[src/rtl/risc_toy_pkg.sv]
// rtl/risc_toy_pkg.sv - shared types and constants for the RISC_TOY fetch stage
//
// Contents:
//   fetch_state_e     fetch FSM state encoding (BOOT/RUN/HOLD)
//   IAW, XLEN         instruction word-address width and data width
//   RESET_PC_DEFAULT  default word address of the first fetch after reset
//   word_to_byte()    converts a word address to a byte address

package risc_toy_pkg;

    localparam int IAW  = 30;
    localparam int XLEN = 32;

    localparam logic [IAW-1:0] RESET_PC_DEFAULT = 30'h0;

    typedef enum logic [1:0] {
        BOOT = 2'd0,
        RUN  = 2'd1,
        HOLD = 2'd2
    } fetch_state_e;

    function automatic logic [XLEN-1:0] word_to_byte(input logic [IAW-1:0] waddr);
        return {waddr, 2'b00};
    endfunction

endpackage

[src/rtl/risc_toy_fetch_skid.sv]
// rtl/risc_toy_fetch_skid.sv - one-entry hold buffer for a fetched instruction and its PC
//
// Ports:
//   clk, rst    core clock, asynchronous active-high reset
//   load_i      capture instr_i/pc_i and mark the entry valid
//   clear_i     drop the entry (wins over load_i)
//   instr_i     instruction to capture
//   pc_i        word address of instr_i
//   valid_o     entry holds an instruction
//   instr_o     held instruction
//   pc_o        word address of the held instruction

module risc_toy_fetch_skid
    import risc_toy_pkg::*;
(
    input  logic            clk,
    input  logic            rst,
    input  logic            load_i,
    input  logic            clear_i,
    input  logic [XLEN-1:0] instr_i,
    input  logic [IAW-1:0]  pc_i,
    output logic            valid_o,
    output logic [XLEN-1:0] instr_o,
    output logic [IAW-1:0]  pc_o
);

    logic            valid_q, valid_d;
    logic [XLEN-1:0] instr_q, instr_d;
    logic [IAW-1:0]  pc_q, pc_d;

    always_comb begin
        valid_d = valid_q;
        instr_d = instr_q;
        pc_d    = pc_q;
        if (clear_i) begin
            valid_d = 1'b0;
        end else if (load_i) begin
            valid_d = 1'b1;
            instr_d = instr_i;
            pc_d    = pc_i;
        end
    end

    always_ff @(posedge clk or posedge rst) begin
        if (rst) begin
            valid_q <= 1'b0;
            instr_q <= '0;
            pc_q    <= '0;
        end else begin
            valid_q <= valid_d;
            instr_q <= instr_d;
            pc_q    <= pc_d;
        end
    end

    assign valid_o = valid_q;
    assign instr_o = instr_q;
    assign pc_o    = pc_q;

endmodule

[src/rtl/risc_toy_fetch.sv]
// rtl/risc_toy_fetch.sv - RISC_TOY instruction-fetch stage (PC, I-mem request, registered ID outputs)
//
// Optional feature macro: RISC_TOY_FETCH_PERF_EN (adds PERF_FETCH / PERF_KILL counters)
//
// Parameters:
//   RESET_PC    word address of the first fetch after reset
// Ports:
//   CLK, RST    core clock, asynchronous active-high reset
//   IREQ        instruction-memory read request
//   IADDR       word address of the request
//   INSTR       read data, valid the cycle after IREQ=1
//   STALL       decode cannot accept; ID outputs hold
//   REDIR       single-cycle redirect pulse from execute
//   REDIR_ADDR  redirect target word address
//   ID_VALID    ID_INSTR/ID_PC hold a live instruction
//   ID_INSTR    fetched instruction
//   ID_PC       byte address of ID_INSTR
//   PERF_FETCH  (macro only) count of IREQ=1 cycles
//   PERF_KILL   (macro only) count of responses/held entries discarded by REDIR

module risc_toy_fetch
    import risc_toy_pkg::*;
#(
    parameter logic [IAW-1:0] RESET_PC = RESET_PC_DEFAULT
) (
    input  logic            CLK,
    input  logic            RST,
    output logic            IREQ,
    output logic [IAW-1:0]  IADDR,
    input  logic [XLEN-1:0] INSTR,
    input  logic            STALL,
    input  logic            REDIR,
    input  logic [IAW-1:0]  REDIR_ADDR,
    output logic            ID_VALID,
    output logic [XLEN-1:0] ID_INSTR,
    output logic [XLEN-1:0] ID_PC
`ifdef RISC_TOY_FETCH_PERF_EN
    ,
    output logic [31:0]     PERF_FETCH,
    output logic [31:0]     PERF_KILL
`endif
);

    fetch_state_e    state_q, state_d;
    logic [IAW-1:0]  pc_q, pc_d;
    logic            req_v_q, req_v_d;
    logic [IAW-1:0]  req_pc_q, req_pc_d;
    logic            id_valid_q, id_valid_d;
    logic [XLEN-1:0] id_instr_q, id_instr_d;
    logic [XLEN-1:0] id_pc_q, id_pc_d;

    logic            ireq;
    logic            hold_load, hold_clear;
    logic            hold_v;
    logic [XLEN-1:0] hold_instr;
    logic [IAW-1:0]  hold_pc;

    risc_toy_fetch_skid u_skid (
        .clk     (CLK),
        .rst     (RST),
        .load_i  (hold_load),
        .clear_i (hold_clear),
        .instr_i (INSTR),
        .pc_i    (req_pc_q),
        .valid_o (hold_v),
        .instr_o (hold_instr),
        .pc_o    (hold_pc)
    );

    always_comb begin
        state_d    = state_q;
        pc_d       = pc_q;
        req_v_d    = 1'b0;
        req_pc_d   = req_pc_q;
        ireq       = 1'b0;
        hold_load  = 1'b0;
        hold_clear = 1'b0;

        case (state_q)
            BOOT: begin
                state_d = RUN;
            end
            RUN: begin
                if (!STALL) begin
                    ireq     = 1'b1;
                    pc_d     = pc_q + 30'd1;
                    req_v_d  = 1'b1;
                    req_pc_d = pc_q;
                end else if (req_v_q) begin
                    // The response arriving now has nowhere to go; park it.
                    hold_load = 1'b1;
                    state_d   = HOLD;
                end
            end
            HOLD: begin
                if (!STALL) begin
                    ireq       = 1'b1;
                    pc_d       = pc_q + 30'd1;
                    req_v_d    = 1'b1;
                    req_pc_d   = pc_q;
                    hold_clear = 1'b1;
                    state_d    = RUN;
                end
            end
            default: begin
                state_d = BOOT;
            end
        endcase

        // Redirect overrides everything: the outstanding response and any
        // held entry belong to the wrong path.
        if (REDIR) begin
            ireq       = 1'b1;
            pc_d       = REDIR_ADDR + 30'd1;
            req_v_d    = 1'b1;
            req_pc_d   = REDIR_ADDR;
            hold_load  = 1'b0;
            hold_clear = 1'b1;
            state_d    = RUN;
        end
    end

    always_comb begin
        id_valid_d = id_valid_q;
        id_instr_d = id_instr_q;
        id_pc_d    = id_pc_q;
        if (REDIR) begin
            id_valid_d = 1'b0;
            id_instr_d = '0;
        end else if (!STALL) begin
            if (hold_v) begin
                id_valid_d = 1'b1;
                id_instr_d = hold_instr;
                id_pc_d    = word_to_byte(hold_pc);
            end else begin
                id_valid_d = req_v_q;
                id_instr_d = INSTR;
                id_pc_d    = word_to_byte(req_pc_q);
            end
        end
    end

    always_ff @(posedge CLK or posedge RST) begin
        if (RST) begin
            state_q    <= BOOT;
            pc_q       <= RESET_PC;
            req_v_q    <= 1'b0;
            req_pc_q   <= RESET_PC;
            id_valid_q <= 1'b0;
            id_instr_q <= '0;
            id_pc_q    <= '0;
        end else begin
            state_q    <= state_d;
            pc_q       <= pc_d;
            req_v_q    <= req_v_d;
            req_pc_q   <= req_pc_d;
            id_valid_q <= id_valid_d;
            id_instr_q <= id_instr_d;
            id_pc_q    <= id_pc_d;
        end
    end

    // Request outputs are combinational from REDIR, so reset gates them
    // directly to keep them quiet while RST is high.
    assign IREQ     = ireq & ~RST;
    assign IADDR    = (REDIR && !RST) ? REDIR_ADDR : pc_q;
    assign ID_VALID = id_valid_q;
    assign ID_INSTR = id_instr_q;
    assign ID_PC    = id_pc_q;

`ifdef RISC_TOY_FETCH_PERF_EN
    logic [31:0] perf_fetch_q, perf_fetch_d;
    logic [31:0] perf_kill_q, perf_kill_d;

    always_comb begin
        perf_fetch_d = perf_fetch_q;
        perf_kill_d  = perf_kill_q;
        if (ireq) begin
            perf_fetch_d = perf_fetch_q + 32'd1;
        end
        // At most one of these is set: HOLD never has a request in flight.
        if (REDIR && (req_v_q || hold_v)) begin
            perf_kill_d = perf_kill_q + 32'd1;
        end
    end

    always_ff @(posedge CLK or posedge RST) begin
        if (RST) begin
            perf_fetch_q <= '0;
            perf_kill_q  <= '0;
        end else begin
            perf_fetch_q <= perf_fetch_d;
            perf_kill_q  <= perf_kill_d;
        end
    end

    assign PERF_FETCH = perf_fetch_q;
    assign PERF_KILL  = perf_kill_q;
`endif

endmodule

[config.mk]
export PLATFORM = sky130hd
export DESIGN_NAME = risc_toy_fetch
export DESIGN_NICKNAME = d
export VERILOG_FILES = /design/src/rtl/risc_toy_pkg.sv /design/src/rtl/risc_toy_fetch_skid.sv /design/src/rtl/risc_toy_fetch.sv
export SDC_FILE = /design/constraint.sdc
export NUM_CORES = 1
export LEC_CHECK = 0
export ABC_AREA = 1
export CAP_MARGIN = 0
export CORE_ASPECT_RATIO = 0.9
export CORE_MARGIN = 2
export CORE_UTILIZATION = 43
export DETAILED_ROUTE_END_ITERATION = 16
export PLACE_DENSITY = 0.68
export SETUP_SLACK_MARGIN = 0.5
export SLEW_MARGIN = 20
export SYNTH_ARGS = -nofsm -noshare
export SYNTH_HDL_FRONTEND = slang
export SYNTH_HIERARCHICAL = 1
export SYNTH_SLANG_ARGS = --single-unit
[constraint.sdc]
create_clock -name CLK -period 5.1 [get_ports CLK]
set_clock_uncertainty 0.15 [all_clocks]
set_input_delay 0.51 -clock CLK [delete_from_list [all_inputs] [get_ports CLK]]
set_output_delay 0.51 -clock CLK [all_outputs]
set_load 0.005 [all_outputs]
==> impl_metrics.toml <==
[run_status]
status = "complete, no violations"

[clocking]
cts_hold_buf = 0
post_cts_resize_count = 0
cts_buffers = 17
path_clk_slew_ns = 0.06
clockBufferDepth = 2
cts_tree = "done"
root_buffer = "clkbuf_16"
cts_sinks = 189
postCtsSetupBuffers = 0
clk_latency_ns = 0.42
cts_max_level = 4

[worst_setup_path]
crit_fanout = 41
crit_family = "buffers and inverters"
critPathKind = "in2out"
cpMaxStageDelayCell = "clkdlybuf4s50_1"
end_kind = "primary output"
cp_cell_sequence = "clkdlybuf4s50_1, clkinvlp_4, nand2_1, buf_4, mux2_2, clkdlybuf4s50_1"
crit_top_cell = "clkdlybuf4s50_1"
startpoint_type = "input pin"
critPathRequiredTime_ns = 4.44
cp_num_buf_inv = 4
arrival_ns = 2.51
cpPeakStageDelay_ns = 0.56

[routing]
route.detailed.drc = 0
routed_wl_um = 25100
avgRoutedWirePerCell_um = 15.29
drt-initial-drc-count = 699
first_pass_iters = 5
num_vias = 8399
viasPerCell = 5.115
final_antenna_net_count = 0

[finish]
area_growth_pct = 22.91
fillers = 2060
final_cells = 1642
nets = 1409
drive_gt1_frac = 0.08290
regArea_um2 = 4733
multi_input_area_um2 = 4247
post-route-util = 0.5419
diodes = 0

[place]
post-dp-hpwl_um = 15890
numPlacedInstances = 1610
portBuffers = 159
place.gp.congestion = 0.9001

[global_routing]
grt_pass1_wl_um = 41580
grt_overflow = 0
first_global_vias = 7789
grtUsageTotal = 0.2187
grt_start_max_net_pins = 128
grt_antenna_before_repair = 1

[timing]
tns_ns = 0
post-route-min-period_ns = 3.172
setup_viol = 0
worst_slew_pin_slew_ns = 0.9904
hold_violations = 0
rsz0062_at_grt = "false"
fin_crit_sh = 0.6220
fmax_ghz = 0.3152
max-slew-margin-rel = 0.3390
whs_ns = 0.3209
slew_violations = 0

[synthesis]
ys.warnings.count = 6
synthCells = 1226
avgSynthCellArea_um2 = 7.826
synth_seq_cells = 189
yosysMostFrequentCell = "nand2_1"
async_reset_ff_frac = 1.000
synth.top_cell.area_share = 0.4930
synth_common_cells = "nand2_1, dfrtp_1, nand3_1, nor2_1, o21ai_0"
synth_edf_count = 0
synth_cell_types = 38
yosysSeqAreaShare = 0.4930
yosysTopAreaCell = "dfrtp_1"
ys_top_cells_by_area = "dfrtp_1, nand2_1, nand3_1"
syn_area_um2 = 9594
synth_ff_type = "dfrtp_1"

[power]
p_leak_nw = 5.509
cellPowerDensity_nw_per_um2 = 466.6
ir_worst_vdd_uv = 226.5

[floorplan]
num_rows = 51
fp.dieArea_um2 = 23520
die_w_um = 161.5
ios = 162
initial_utilization = 0.4409
placeableCoreArea_um2 = 21760
fp.dieH_um = 145.7

[run]
drv_cap = 0

[worst_hold_path]
min_path_type = "reg2reg"
-- stage by stage --
step	area [um2]	total power, mW	worst slack [ns]
6_report	11790	5.503	1.928
5_1_grt	11790	5.905	1.756
4_1_cts	11790	5.541	1.891
2_1_floorplan	9602	3.387	1.085
3_3_place_gp	11180	4.112	1.920
3_5_place_dp	11190	4.160	1.903
-- tightest hold or removal path, delay by kind of cell (launching register included) --
kind	cells	cell delay, ns
flip-flops	1	0.34
AND/OR/NAND/NOR	2	0.09
-- state kept, by name, indices dropped and copies added (netlist names) --
name	flops
u_skid/valid_o	1
pc_q	30
req_v_q	1
u_skid/pc_o	30
ID_VALID	1
req_pc_q	30
ID_PC	30
state_q	2
ID_INSTR	32
u_skid/instr_o	32
-- where the power goes --
group / switching [mW] / total [mW] / internal [mW]
clock: 0.561 / 1.36 / 0.798
combinational: 0.888 / 1.67 / 0.779
sequential: 0.413 / 2.48 / 2.06
-- placed cells by master (no fill, tap or decap), types with 4 or more instances in the layout --
master,instances
a21oi_1,14
o21ai_1,14
nor2_1,137
nor2_2,15
nand2_1,383
clkbuf_16,17
nor2_4,6
o21ai_0,137
inv_1,37
nand2_2,20
buf_4,8
clkdlybuf4s50_1,158
dfrtp_1,188
nand3_1,143
mux2_2,18
and2_1,4
ha_1,5
-- kinds of logic (layout without fill, tap and decap cells) --
logic type / after synthesis / in the layout / share of synthesized area
buf+inv: 120 / 244 / 0.06560
simple gates: 715 / 715 / 0.3168
flops: 189 / 189 / 0.4930
fa+ha+maj: 5 / 5 / 0.006521
compound gates: 178 / 178 / 0.09664
mux: 18 / 18 / 0.02113
other cells: 1 / 2 / 0.0003909
-- cell type report --
| class | count | area share |
|---|---|---|
| Tap cell | 291 | 0.03088 |
| Clock inverter | 10 | 0.01178 |
| Multi-Input combinational cell | 918 | 0.3601 |
| Timing Repair Buffer | 168 | 0.1413 |
| Clock buffer | 22 | 0.03936 |
| Inverter | 44 | 0.01517 |
| Sequential cell | 189 | 0.4014 |
-- path summary, 6_finish.rpt --
kind | from | end | slack, ns | cells past startpoint
setup / recovery | RST | IADDR[17] | 1.93 | 6
max in group asynchronous | RST | u_skid/valid_o$_DFFE_PP0P_ | 3.33 | 3
hold reg to reg | u_skid/pc_o[13]$_DFFE_PP0P_ | u_skid/pc_o[13]$_DFFE_PP0P_ | 0.32 | 2
hold / removal | u_skid/pc_o[13]$_DFFE_PP0P_ | u_skid/pc_o[13]$_DFFE_PP0P_ | 0.32 | 2
min in group asynchronous | RST | u_skid/pc_o[27]$_DFFE_PP0P_ | 0.52 | 2
setup reg to reg | state_q[1]$_DFFE_PP0P_ | u_skid/pc_o[6]$_DFFE_PP0P_ | 2.61 | 7
-- per-layer routing --
layer | global-route usage | vias to the layer above | part of all wire
met3 | 0.04246 | 21 | 0.061
met2 | 0.3282 | 270 | 0.44
met5 | 0 | - | 0.00052
met4 | 0.05045 | 2 | 0.012
li1 | - | 4186 | -
met1 | 0.3277 | 3920 | 0.49
Power figures use the tool's default switching activity.
